===== src/rtl/gtx_rx_align_pkg.sv =====
`default_nettype none
// ============================================================================
// Package   : gtx_pkg
// Purpose   : Shared types and constants for the GTX receive byte aligner.
//             Holds the alignment FSM state encoding, the K28.5 comma byte
//             and the width of the errored-word counter.
// Ports     : none (package)
// Revision  : 1.0 - initial release
// ============================================================================
package gtx_pkg;

  // Alignment FSM states.
  typedef enum logic [1:0] {
    HUNT   = 2'd0,
    VERIFY = 2'd1,
    LOCKED = 2'd2
  } state_e;

  // K28.5 comma byte as seen on rxdata when rxcharisk is set.
  localparam logic [7:0] K28_5 = 8'hBC;

  // Width of the saturating errored-word counter.
  localparam int ERR_CNT_W = 16;

endpackage : gtx_pkg
`default_nettype wire


===== src/rtl/gtx_rx_align.sv =====
`default_nettype none
// ============================================================================
// Module    : gtx_rx_align
// Purpose   : Comma-based byte aligner for a 2-byte GTX receive path. Hunts
//             for K28.5 in either byte lane, verifies LOCK_CNT consecutive
//             same-lane commas, then forwards byte-realigned words. Lock is
//             dropped after LOSS_CNT consecutive bad words.
// Ports     : clk_i          - rxusrclk2, single clock
//             rst_n_i        - synchronous active-low reset
//             ctrl_i[1:0]    - rxcharisk, bit n qualifies byte n
//             data_i[15:0]   - rxdata
//             disperr_i[1:0] - per-byte disparity error
//             notintable_i   - per-byte not-in-table error
//             ctrl_o/data_o  - aligned word (zero while not locked)
//             valid_o        - aligned word valid (lock held)
//             locked_o       - FSM is in LOCKED
//             err_cnt_o      - saturating errored-word count while locked
// Config    : GTX_RX_ALIGN_ERR_CNT_EN - when defined, err_cnt_o counts;
//             otherwise err_cnt_o is tied to zero.
// Revision  : 1.0 - initial release
// ============================================================================
module gtx_rx_align
  import gtx_pkg::*;
#(
  parameter logic [7:0] COMMA    = K28_5,
  parameter int         LOCK_CNT = 4,
  parameter int         LOSS_CNT = 4
) (
  input  wire logic                 clk_i,
  input  wire logic                 rst_n_i,
  input  wire logic [1:0]           ctrl_i,
  input  wire logic [15:0]          data_i,
  input  wire logic [1:0]           disperr_i,
  input  wire logic [1:0]           notintable_i,
  output logic      [1:0]           ctrl_o,
  output logic      [15:0]          data_o,
  output logic                      valid_o,
  output logic                      locked_o,
  output logic      [ERR_CNT_W-1:0] err_cnt_o
);

  localparam logic [3:0] LOCK_CNT_C = 4'(LOCK_CNT);
  localparam logic [3:0] LOSS_CNT_C = 4'(LOSS_CNT);

  state_e      state_q, state_d;
  logic        offset_q, offset_d;
  logic [3:0]  good_q, good_d;
  logic [3:0]  bad_q, bad_d;
  logic [15:0] prev_data_q;
  logic [1:0]  prev_ctrl_q;
  logic [15:0] data_q;
  logic [1:0]  ctrl_q;
  logic        valid_q;

  logic        hit_lo;
  logic        hit_hi;
  logic        hit;
  logic        hit_off;
  logic        word_err;
  logic        wrong_comma;
  logic [15:0] align_data;
  logic [1:0]  align_ctrl;

  assign hit_lo      = ctrl_i[0] && (data_i[7:0]  == COMMA);
  assign hit_hi      = ctrl_i[1] && (data_i[15:8] == COMMA);
  assign hit         = hit_lo || hit_hi;
  // A comma in both lanes resolves to the low lane.
  assign hit_off     = !hit_lo;
  assign word_err    = |{disperr_i, notintable_i};
  assign wrong_comma = hit && (hit_off != offset_q);

  // ---------------------------------------------------------------------------
  // Alignment FSM: next state / counters
  // ---------------------------------------------------------------------------
  always_comb begin
    state_d  = state_q;
    offset_d = offset_q;
    good_d   = good_q;
    bad_d    = bad_q;
    unique case (state_q)
      HUNT: begin
        good_d = 4'd0;
        bad_d  = 4'd0;
        if (hit) begin
          offset_d = hit_off;
          good_d   = 4'd1;
          state_d  = (LOCK_CNT_C == 4'd1) ? LOCKED : VERIFY;
        end
      end
      VERIFY: begin
        if (word_err || wrong_comma) begin
          good_d  = 4'd0;
          state_d = HUNT;
        end else if (hit) begin
          good_d = good_q + 4'd1;
          if ((good_q + 4'd1) >= LOCK_CNT_C) begin
            state_d = LOCKED;
          end
        end
      end
      LOCKED: begin
        if (word_err || wrong_comma) begin
          bad_d = bad_q + 4'd1;
          // Loss is declared in the same cycle the limit is reached.
          if ((bad_q + 4'd1) >= LOSS_CNT_C) begin
            bad_d   = 4'd0;
            good_d  = 4'd0;
            state_d = HUNT;
          end
        end else begin
          bad_d = 4'd0;
        end
      end
      default: begin
        state_d = HUNT;
      end
    endcase
  end

  // ---------------------------------------------------------------------------
  // Byte realignment. offset_d is used so the word captured on the lock edge
  // already uses the lane just latched (relevant when LOCK_CNT == 1).
  // Offset 1 takes the low byte of this word as the new high byte and the
  // high byte of the previous word as the new low byte.
  // ---------------------------------------------------------------------------
  always_comb begin
    align_data = data_i;
    align_ctrl = ctrl_i;
    if (offset_d) begin
      align_data = {data_i[7:0], prev_data_q[15:8]};
      align_ctrl = {ctrl_i[0], prev_ctrl_q[1]};
    end
  end

  always_ff @(posedge clk_i) begin
    if (!rst_n_i) begin
      state_q     <= HUNT;
      offset_q    <= 1'b0;
      good_q      <= 4'd0;
      bad_q       <= 4'd0;
      prev_data_q <= 16'h0000;
      prev_ctrl_q <= 2'b00;
      data_q      <= 16'h0000;
      ctrl_q      <= 2'b00;
      valid_q     <= 1'b0;
    end else begin
      state_q     <= state_d;
      offset_q    <= offset_d;
      good_q      <= good_d;
      bad_q       <= bad_d;
      prev_data_q <= data_i;
      prev_ctrl_q <= ctrl_i;
      // Output word and valid follow the state being entered so that
      // valid_o, locked_o and data_o change on the same edge.
      if (state_d == LOCKED) begin
        data_q  <= align_data;
        ctrl_q  <= align_ctrl;
        valid_q <= 1'b1;
      end else begin
        data_q  <= 16'h0000;
        ctrl_q  <= 2'b00;
        valid_q <= 1'b0;
      end
    end
  end

  assign data_o   = data_q;
  assign ctrl_o   = ctrl_q;
  assign valid_o  = valid_q;
  assign locked_o = (state_q == LOCKED);

  // ---------------------------------------------------------------------------
  // Errored-word counter (optional)
  // ---------------------------------------------------------------------------
`ifdef GTX_RX_ALIGN_ERR_CNT_EN
  logic [ERR_CNT_W-1:0] err_cnt_q;

  always_ff @(posedge clk_i) begin
    if (!rst_n_i) begin
      err_cnt_q <= '0;
    end else if ((state_q == LOCKED) && word_err &&
                 (err_cnt_q != {ERR_CNT_W{1'b1}})) begin
      err_cnt_q <= err_cnt_q + ERR_CNT_W'(1);
    end
  end

  assign err_cnt_o = err_cnt_q;
`else
  assign err_cnt_o = '0;
`endif

endmodule : gtx_rx_align
`default_nettype wire


===== config.mk =====
export PLATFORM = sky130hd
export DESIGN_NAME = gtx_rx_align
export DESIGN_NICKNAME = d
export VERILOG_FILES = /design/src/rtl/gtx_rx_align_pkg.sv /design/src/rtl/gtx_rx_align.sv
export SDC_FILE = /design/constraint.sdc
export NUM_CORES = 1
export LEC_CHECK = 0
export BUFFER_PORTS_ARGS = -buffer_cell sky130_fd_sc_hd__buf_2
export CAP_MARGIN = 10
export CORE_ASPECT_RATIO = 1.4
export CORE_MARGIN = 8
export CORE_UTILIZATION = 30
export DETAILED_ROUTE_END_ITERATION = 6
export GPL_TIMING_DRIVEN = 1
export PLACE_DENSITY = 0.62
export SYNTH_ARGS = -nofsm -noshare
export SYNTH_HDL_FRONTEND = slang
export SYNTH_SLANG_ARGS = --single-unit

===== constraint.sdc =====
create_clock -name clk_i -period 2.2 [get_ports clk_i]
set_input_delay 0 -clock clk_i [delete_from_list [all_inputs] [get_ports clk_i]]
set_output_delay 0 -clock clk_i [all_outputs]
set_load 0.01 [all_outputs]

Word level (Yosys, flattened, before mapping)

Cells that the tools add are included.

Register bits: 48
Input port bits: 24
Output and inout bits: 36
Logic and storage cells: 55

$add $sub $neg: 2
Magnitude comparators: 2
Equality and inequality tests: 9
Multiplexer cells: 21
Reduce and logical (&&, ||, !) cells: 12

Operators by type and width:

| kind                                                                   | count |
|---|---|
| 4-bit 2-to-1 mux                                                       | 6 |
| 8-bit == test (second input constant)                                  | 2 |
| 16-bit 2-to-1 mux                                                      | 1 |
| 2-bit 2-to-1 mux                                                       | 7 |
| 4-bit case mux with 3 select lines                                     | 1 |
| 4-bit by 1-bit adder with 4-bit output (second input constant)         | 2 |
| 4-bit by 3-bit >= comparator with 1-bit output (second input constant) | 2 |
| 4-bit case mux with 2 select lines                                     | 1 |
| 2-bit case mux with 3 select lines                                     | 1 |
| 2-bit == test (second input constant)                                  | 2 |
| 1-bit 2-to-1 mux                                                       | 4 |
| 2-bit by 1-bit != test with 1-bit output (second input constant)       | 2 |
| 4-bit AND reduction                                                    | 1 |
| 4-bit OR reduction                                                     | 1 |
| 1-bit logical AND                                                      | 3 |
| 3-bit != test (second input constant)                                  | 1 |
| 3-bit nonzero test                                                     | 1 |
| 2-bit by 1-bit == test with 1-bit output (second input constant)       | 1 |
| 2-bit logical NOT                                                      | 1 |
| 1-bit logical OR                                                       | 2 |
| 2-bit AND reduction                                                    | 1 |
| 2-bit nonzero test                                                     | 1 |
| 1-bit logical NOT                                                      | 1 |
| 1-bit != test                                                          | 1 |

Depth between registers and ports, before layout

Word-level depth: 10
Depth in mapped cells: 9
Gate-level depth less buffers: 7

Worst setup path after synthesis

OpenSTA, ideal clock, no wires.

Path type: reg-to-reg
Start: reg state_q[0]
End: reg data_q[0] (netlist: data_o[0])
Library setup time: 0.079 ns
Arrival: 1.965 ns
Data required time: 2.121 ns
Setup slack: 0.155 ns
Stages on the path, launching flop included: 10
Path buffers: 2
Period minus slack after synthesis: 2.045 ns
Cell sequence: dfxtp_1 inv_1 ha_1 buf_4 or4b_1 o31ai_1 a31o_1 o211ai_1 buf_2 a211oi_2

Elaborated cells between the ends (all ways): 14
Classes of those cells: eq/ne (3); mux (9); reduce/logical (2)

RTL lines:

| item                               | RTL line            | source |
|---|---|---|
| start: declaration                 | gtx_rx_align.sv:45  | `state_e state_q, state_d;` |
| start signal: assignment           | gtx_rx_align.sv:147 | `state_q <= state_d;` |
| 2-bit == test                      | --                  |  |
| net locked_o                       | gtx_rx_align.sv:38  | `output logic locked_o,` |
| 2-bit case mux with 3 select lines | gtx_rx_align.sv:80  | `unique case (state_q)` |
| 2-bit == test                      | gtx_rx_align.sv:155 | `if (state_d == LOCKED) begin` |
| 2-bit AND reduction (no line)      | --                  |  |
| end signal: assignment             | gtx_rx_align.sv:156 | `data_q <= align_data;` |
| end: declaration                   | gtx_rx_align.sv:51  | `logic [15:0] data_q;` |

The timed path passes the listed nets, and every way through them passes these cells.
A chain may end at the register's enable or synchronous reset.

Worst setup path in the final report

Start: in data_i[14]
End: reg ctrl_q[0] (netlist: ctrl_o[0])

Word-level cells in the longest chain between the ends: 9
Elaborated cells between the ends (all ways): 15
Classes of those cells: eq/ne (2); mux (8); reduce/logical (5)

RTL lines:

| item                                | RTL line                                | source |
|---|---|---|
| start: declaration                  | gtx_rx_align.sv:32                      | `input wire logic [15:0] data_i,` |
| 8-bit == test (*)                   | gtx_rx_align.sv:65                      | `assign hit_hi = ctrl_i[1] && (data_i[15:8] == COMMA);` |
| 1-bit logical AND (*)               | gtx_rx_align.sv:65                      |  |
| 1-bit logical OR (*)                | gtx_rx_align.sv:66                      | `assign hit = hit_lo \|\| hit_hi;` |
| 1-bit logical AND                   | gtx_rx_align.sv:70                      | `assign wrong_comma = hit && (hit_off != offset_q);` |
| 1-bit logical OR                    | gtx_rx_align.sv:91, gtx_rx_align.sv:102 |  |
| 2-bit 2-to-1 mux (on tied branches) | gtx_rx_align.sv:102, gtx_rx_align.sv:91 |  |
| 2-bit case mux with 3 select lines  | gtx_rx_align.sv:80                      |  |
| 2-bit == test                       | gtx_rx_align.sv:155                     |  |
| 2-bit AND reduction (no line)       | --                                      |  |
| end signal: assignment              | gtx_rx_align.sv:157                     | `ctrl_q <= align_ctrl;` |
| end: declaration                    | gtx_rx_align.sv:52                      | `logic [1:0] ctrl_q;` |

Mark *: on every way between the ends. The rest lies on a longest branch, timed or not.

==> summary.md <==
| Metric | Value |
|---|---|
| Outcome | `finished clean` |
| Via count | `1758` |
| Post-route ant nets | `0` |
| Gate Count Post-Synth | `215` |
| Seq cells post-synth | `39` |
| Largest net degree at the start of global routing | `21` |
| Met3 usage | `2.586%` |
| Crit path DAT | `2330 ps` |
| Drt drc | `0` |
| Final period utilization | `96.51%` |
| Yosys cell types | `53` |
| FF-to-FF Start | `state_q[0]` |
| Area leader, netlist | `dfxtp_1` |
| Total number of yosys warnings | `0` |
| Crit path kind | `input pin to flip-flop` |
| Non-filler cells, final | `366` |
| Antenna violations before repair | `0` |
| GPL Wtd Cong | `0.7848` |
| Vias per cell | `4.803` |
| Hold Path Stages | `3` |
| Fin crit period | `2123 ps` |
| Sw Ratio | `22.57%` |
| Crit end category | `flip-flop` |
| CTS Buffer Depth | `2` |
| Final Max Tran Viols | `0` |
| Port Buffers | `43` |
| HP Class | `input pin to flip-flop` |
| # rows | `37` |
| Grt total ovfl | `0` |
| MaxCap Viol Count | `0` |
| Pre-CTS setup slack | `42.33 ps` |
| Combinational share of power | `8.0%` |
| Clk sinks | `39` |
| Seq/Total Area, Yosys | `35.35%` |
| Area grow syn2layout | `21.76%` |
| GR Util met1 | `12.71%` |
| Cell Pwr Density | `542.0 nW/µm²` |
| Sw Pwr | `328.9 µW` |
| P_leak | `0.001068 µW` |
| Hold_ws | `80.45 ps` |
| Die Width | `88.51 µm` |
| Depth of the CTS H-tree | `2` |
| Most frequent cell after synthesis | `dfxtp_1` |
| Setup TNS | `0 ps` |
| Top FF cell, synth | `dfxtp_1` |
| ANT cells | `0` |
| Detailed router's first-iteration violation count | `81` |
| NumNets Final | `298` |
| Post-synth top area share | `35.35%` |
| GR Util met2 | `17.63%` |
| Critical R2R Capture | `ctrl_o[0]` |
| Commonest cells post-synth | `dfxtp_1 (39), buf_4 (19), a211oi_2 (18)` |
| Clock Latency Late Sink | `300 ps` |
| CTS buffer count | `5` |
| Clk root buf | `clkbuf_8` |
| Worst Hold End | `data_o[2]` |
| Global-route wire length before repair | `8963 µm` |
| Post-layout utilization of the core | `36.99%` |
| DR WL/cell | `14.85 µm` |
| Cells after DPL | `348` |
| CTS clock-pin slew for the worst setup and hold paths | `70 ps` |
| Pint | `1128 µW` |
| Worst setup SP type | `input pin` |
| RSZ-0062 raised after global routing | `no` |
| Sequential Power Share | `49.2%` |
| Hold Crit Start | `data_i[2]` |
| Worst clock skew | `8.309 ps` |
| Final worst slack | `76.80 ps` |
| Grt peak-use layer | `met2` |
| Initial Util | `30.38%` |
| GRT Util Overall | `10.88%` |
| Core Area | `7268 µm²` |
| Largest cells by area after synthesis | `dfxtp_1 (35%), a211oi_2 (10%), mux2i_1 (7.3%)` |
| # IOs | `60` |
| Initial DRT Pass Iterations | `4` |
| Synthesized area | `2208 µm²` |
| Post-synthesis area per instance | `10.27 µm²` |
| Synth async-reset ratio | `0%` |
| Die area | `10400 µm²` |
| Clk pwr share | `42.8%` |
| R2R setup slack | `110 ps` |
| Post-DP HPWL | `4009 µm` |
| Worst R2R Path Depth | `8` |
| Share of cells above drive strength 1 | `32.34%` |
| Max Fclk | `471.0 MHz` |
| Final wirelength | `5435 µm` |
| Endpoints failing hold | `0` |
| Die height | `117.5 µm` |
| TritonCTS clock tree | `built` |
| Fill count | `740` |
| Number of synthesized flops with an enable pin | `0` |
| VDD IR-drop max | `0.0002346 V` |
| Worst Path Required | `2410 ps` |
| Endpoints failing setup | `0` |
| Worst-path fanout max | `20` |
| CP Launch Point | `data_i[14]` |
| Vias in the first global route | `1807` |
-- power groups by stage --
stage                     combinational (µW)  sequential [µW]  clock (µW)
after floorplan                         77.6              732           0
after global placement                   103              733           0
after detailed placement                 102              733           0
after CTS                                115              716         638
after global routing                     128              717         674
final                                    117              717         624
-- sequential cells by signal, summed over array words and instances (netlist names) --
name	count
bad_q	4
ctrl_o	2
data_o	16
good_q	4
offset_q	1
prev_ctrl_q	1
prev_data_q	8
state_q	2
valid_o	1
-- cell families after synthesis --
group | after synthesis | synth area share (%)
simple gates | 60 | 18.87
compound gates | 57 | 24.70
flops | 39 | 35.35
buf+inv | 36 | 10.25
mux | 16 | 7.252
fa+ha+maj | 6 | 3.399
other cells | 1 | 0.1698
-- metrics by stage --
step	area [µm²]	total power, µW
after CTS	2663	1470
final	2689	1457
after floorplan	2265	810.0
after global routing	2689	1520
after detailed placement	2450	835.6
after global placement	2450	835.5
-- layout make-up --
| cell class | instances | area, µm² | share of cell area [%] |
|---|---|---|---|
| Inverter | 9 | 33.78 | 1.256 |
| Tap cell | 97 | 121.4 | 4.514 |
| Clock buffer | 6 | 82.58 | 3.071 |
| Multi-Input combinational cell | 155 | 1269 | 47.18 |
| Sequential cell | 39 | 780.7 | 29.04 |
| Clock inverter | 2 | 35.03 | 1.303 |
| Timing Repair Buffer | 58 | 366.6 | 13.63 |
-- what timing repair did --
action	CTS	global route
setup buffers	0	1
setup endpoints to repair	1	13
resized for setup	1	2
endpoints found under the hold margin	9	0
hold buffers	9	0
-- critical path, cell delays in order --
cell,delay (ps)
dlygate4sd3_1,530
buf_2,140
and4b_1,320
and3_1,380
a31oi_4,180
o32a_4,480
a211oi_2,290
-- worst max path at each step --
stage	to	slack (ps)	cells after the start
after floorplan	data_o[0]	160	9
after global placement	ctrl_o[0]	120	8
after detailed placement	ctrl_o[0]	40	8
after CTS	ctrl_o[0]	40	8
after global routing	ctrl_o[0]	10	7
final	ctrl_o[0]	80	7
-- layout by cell type (no fill, tap or decap), types with 3 or more instances in the layout --
| cell | n |
|---|---|
| ha_1 | 5 |
| inv_1 | 8 |
| a31oi_1 | 3 |
| and2_1 | 13 |
| dfxtp_1 | 39 |
| o211ai_1 | 3 |
| o31ai_1 | 3 |
| mux2i_1 | 16 |
| nor4b_1 | 3 |
| conb_1 | 16 |
| a311oi_1 | 4 |
| a21oi_1 | 9 |
| a211oi_2 | 18 |
| nand2_1 | 8 |
| nor2_1 | 7 |
| buf_4 | 4 |
| dlygate4sd3_1 | 9 |
| clkbuf_8 | 6 |
| nand3_1 | 4 |
| buf_2 | 43 |
-- per-layer routing --
metal  vias to the layer above  share of wire [%]  wire length (µm)
met1                       830                 42              2285
met3                        10                5.0               270
li1                        867                  -                 -
met5                         -                  0                 0
met2                        51                 50              2742
met4                         0                2.5               137
(Power assumes the default switching activity.)
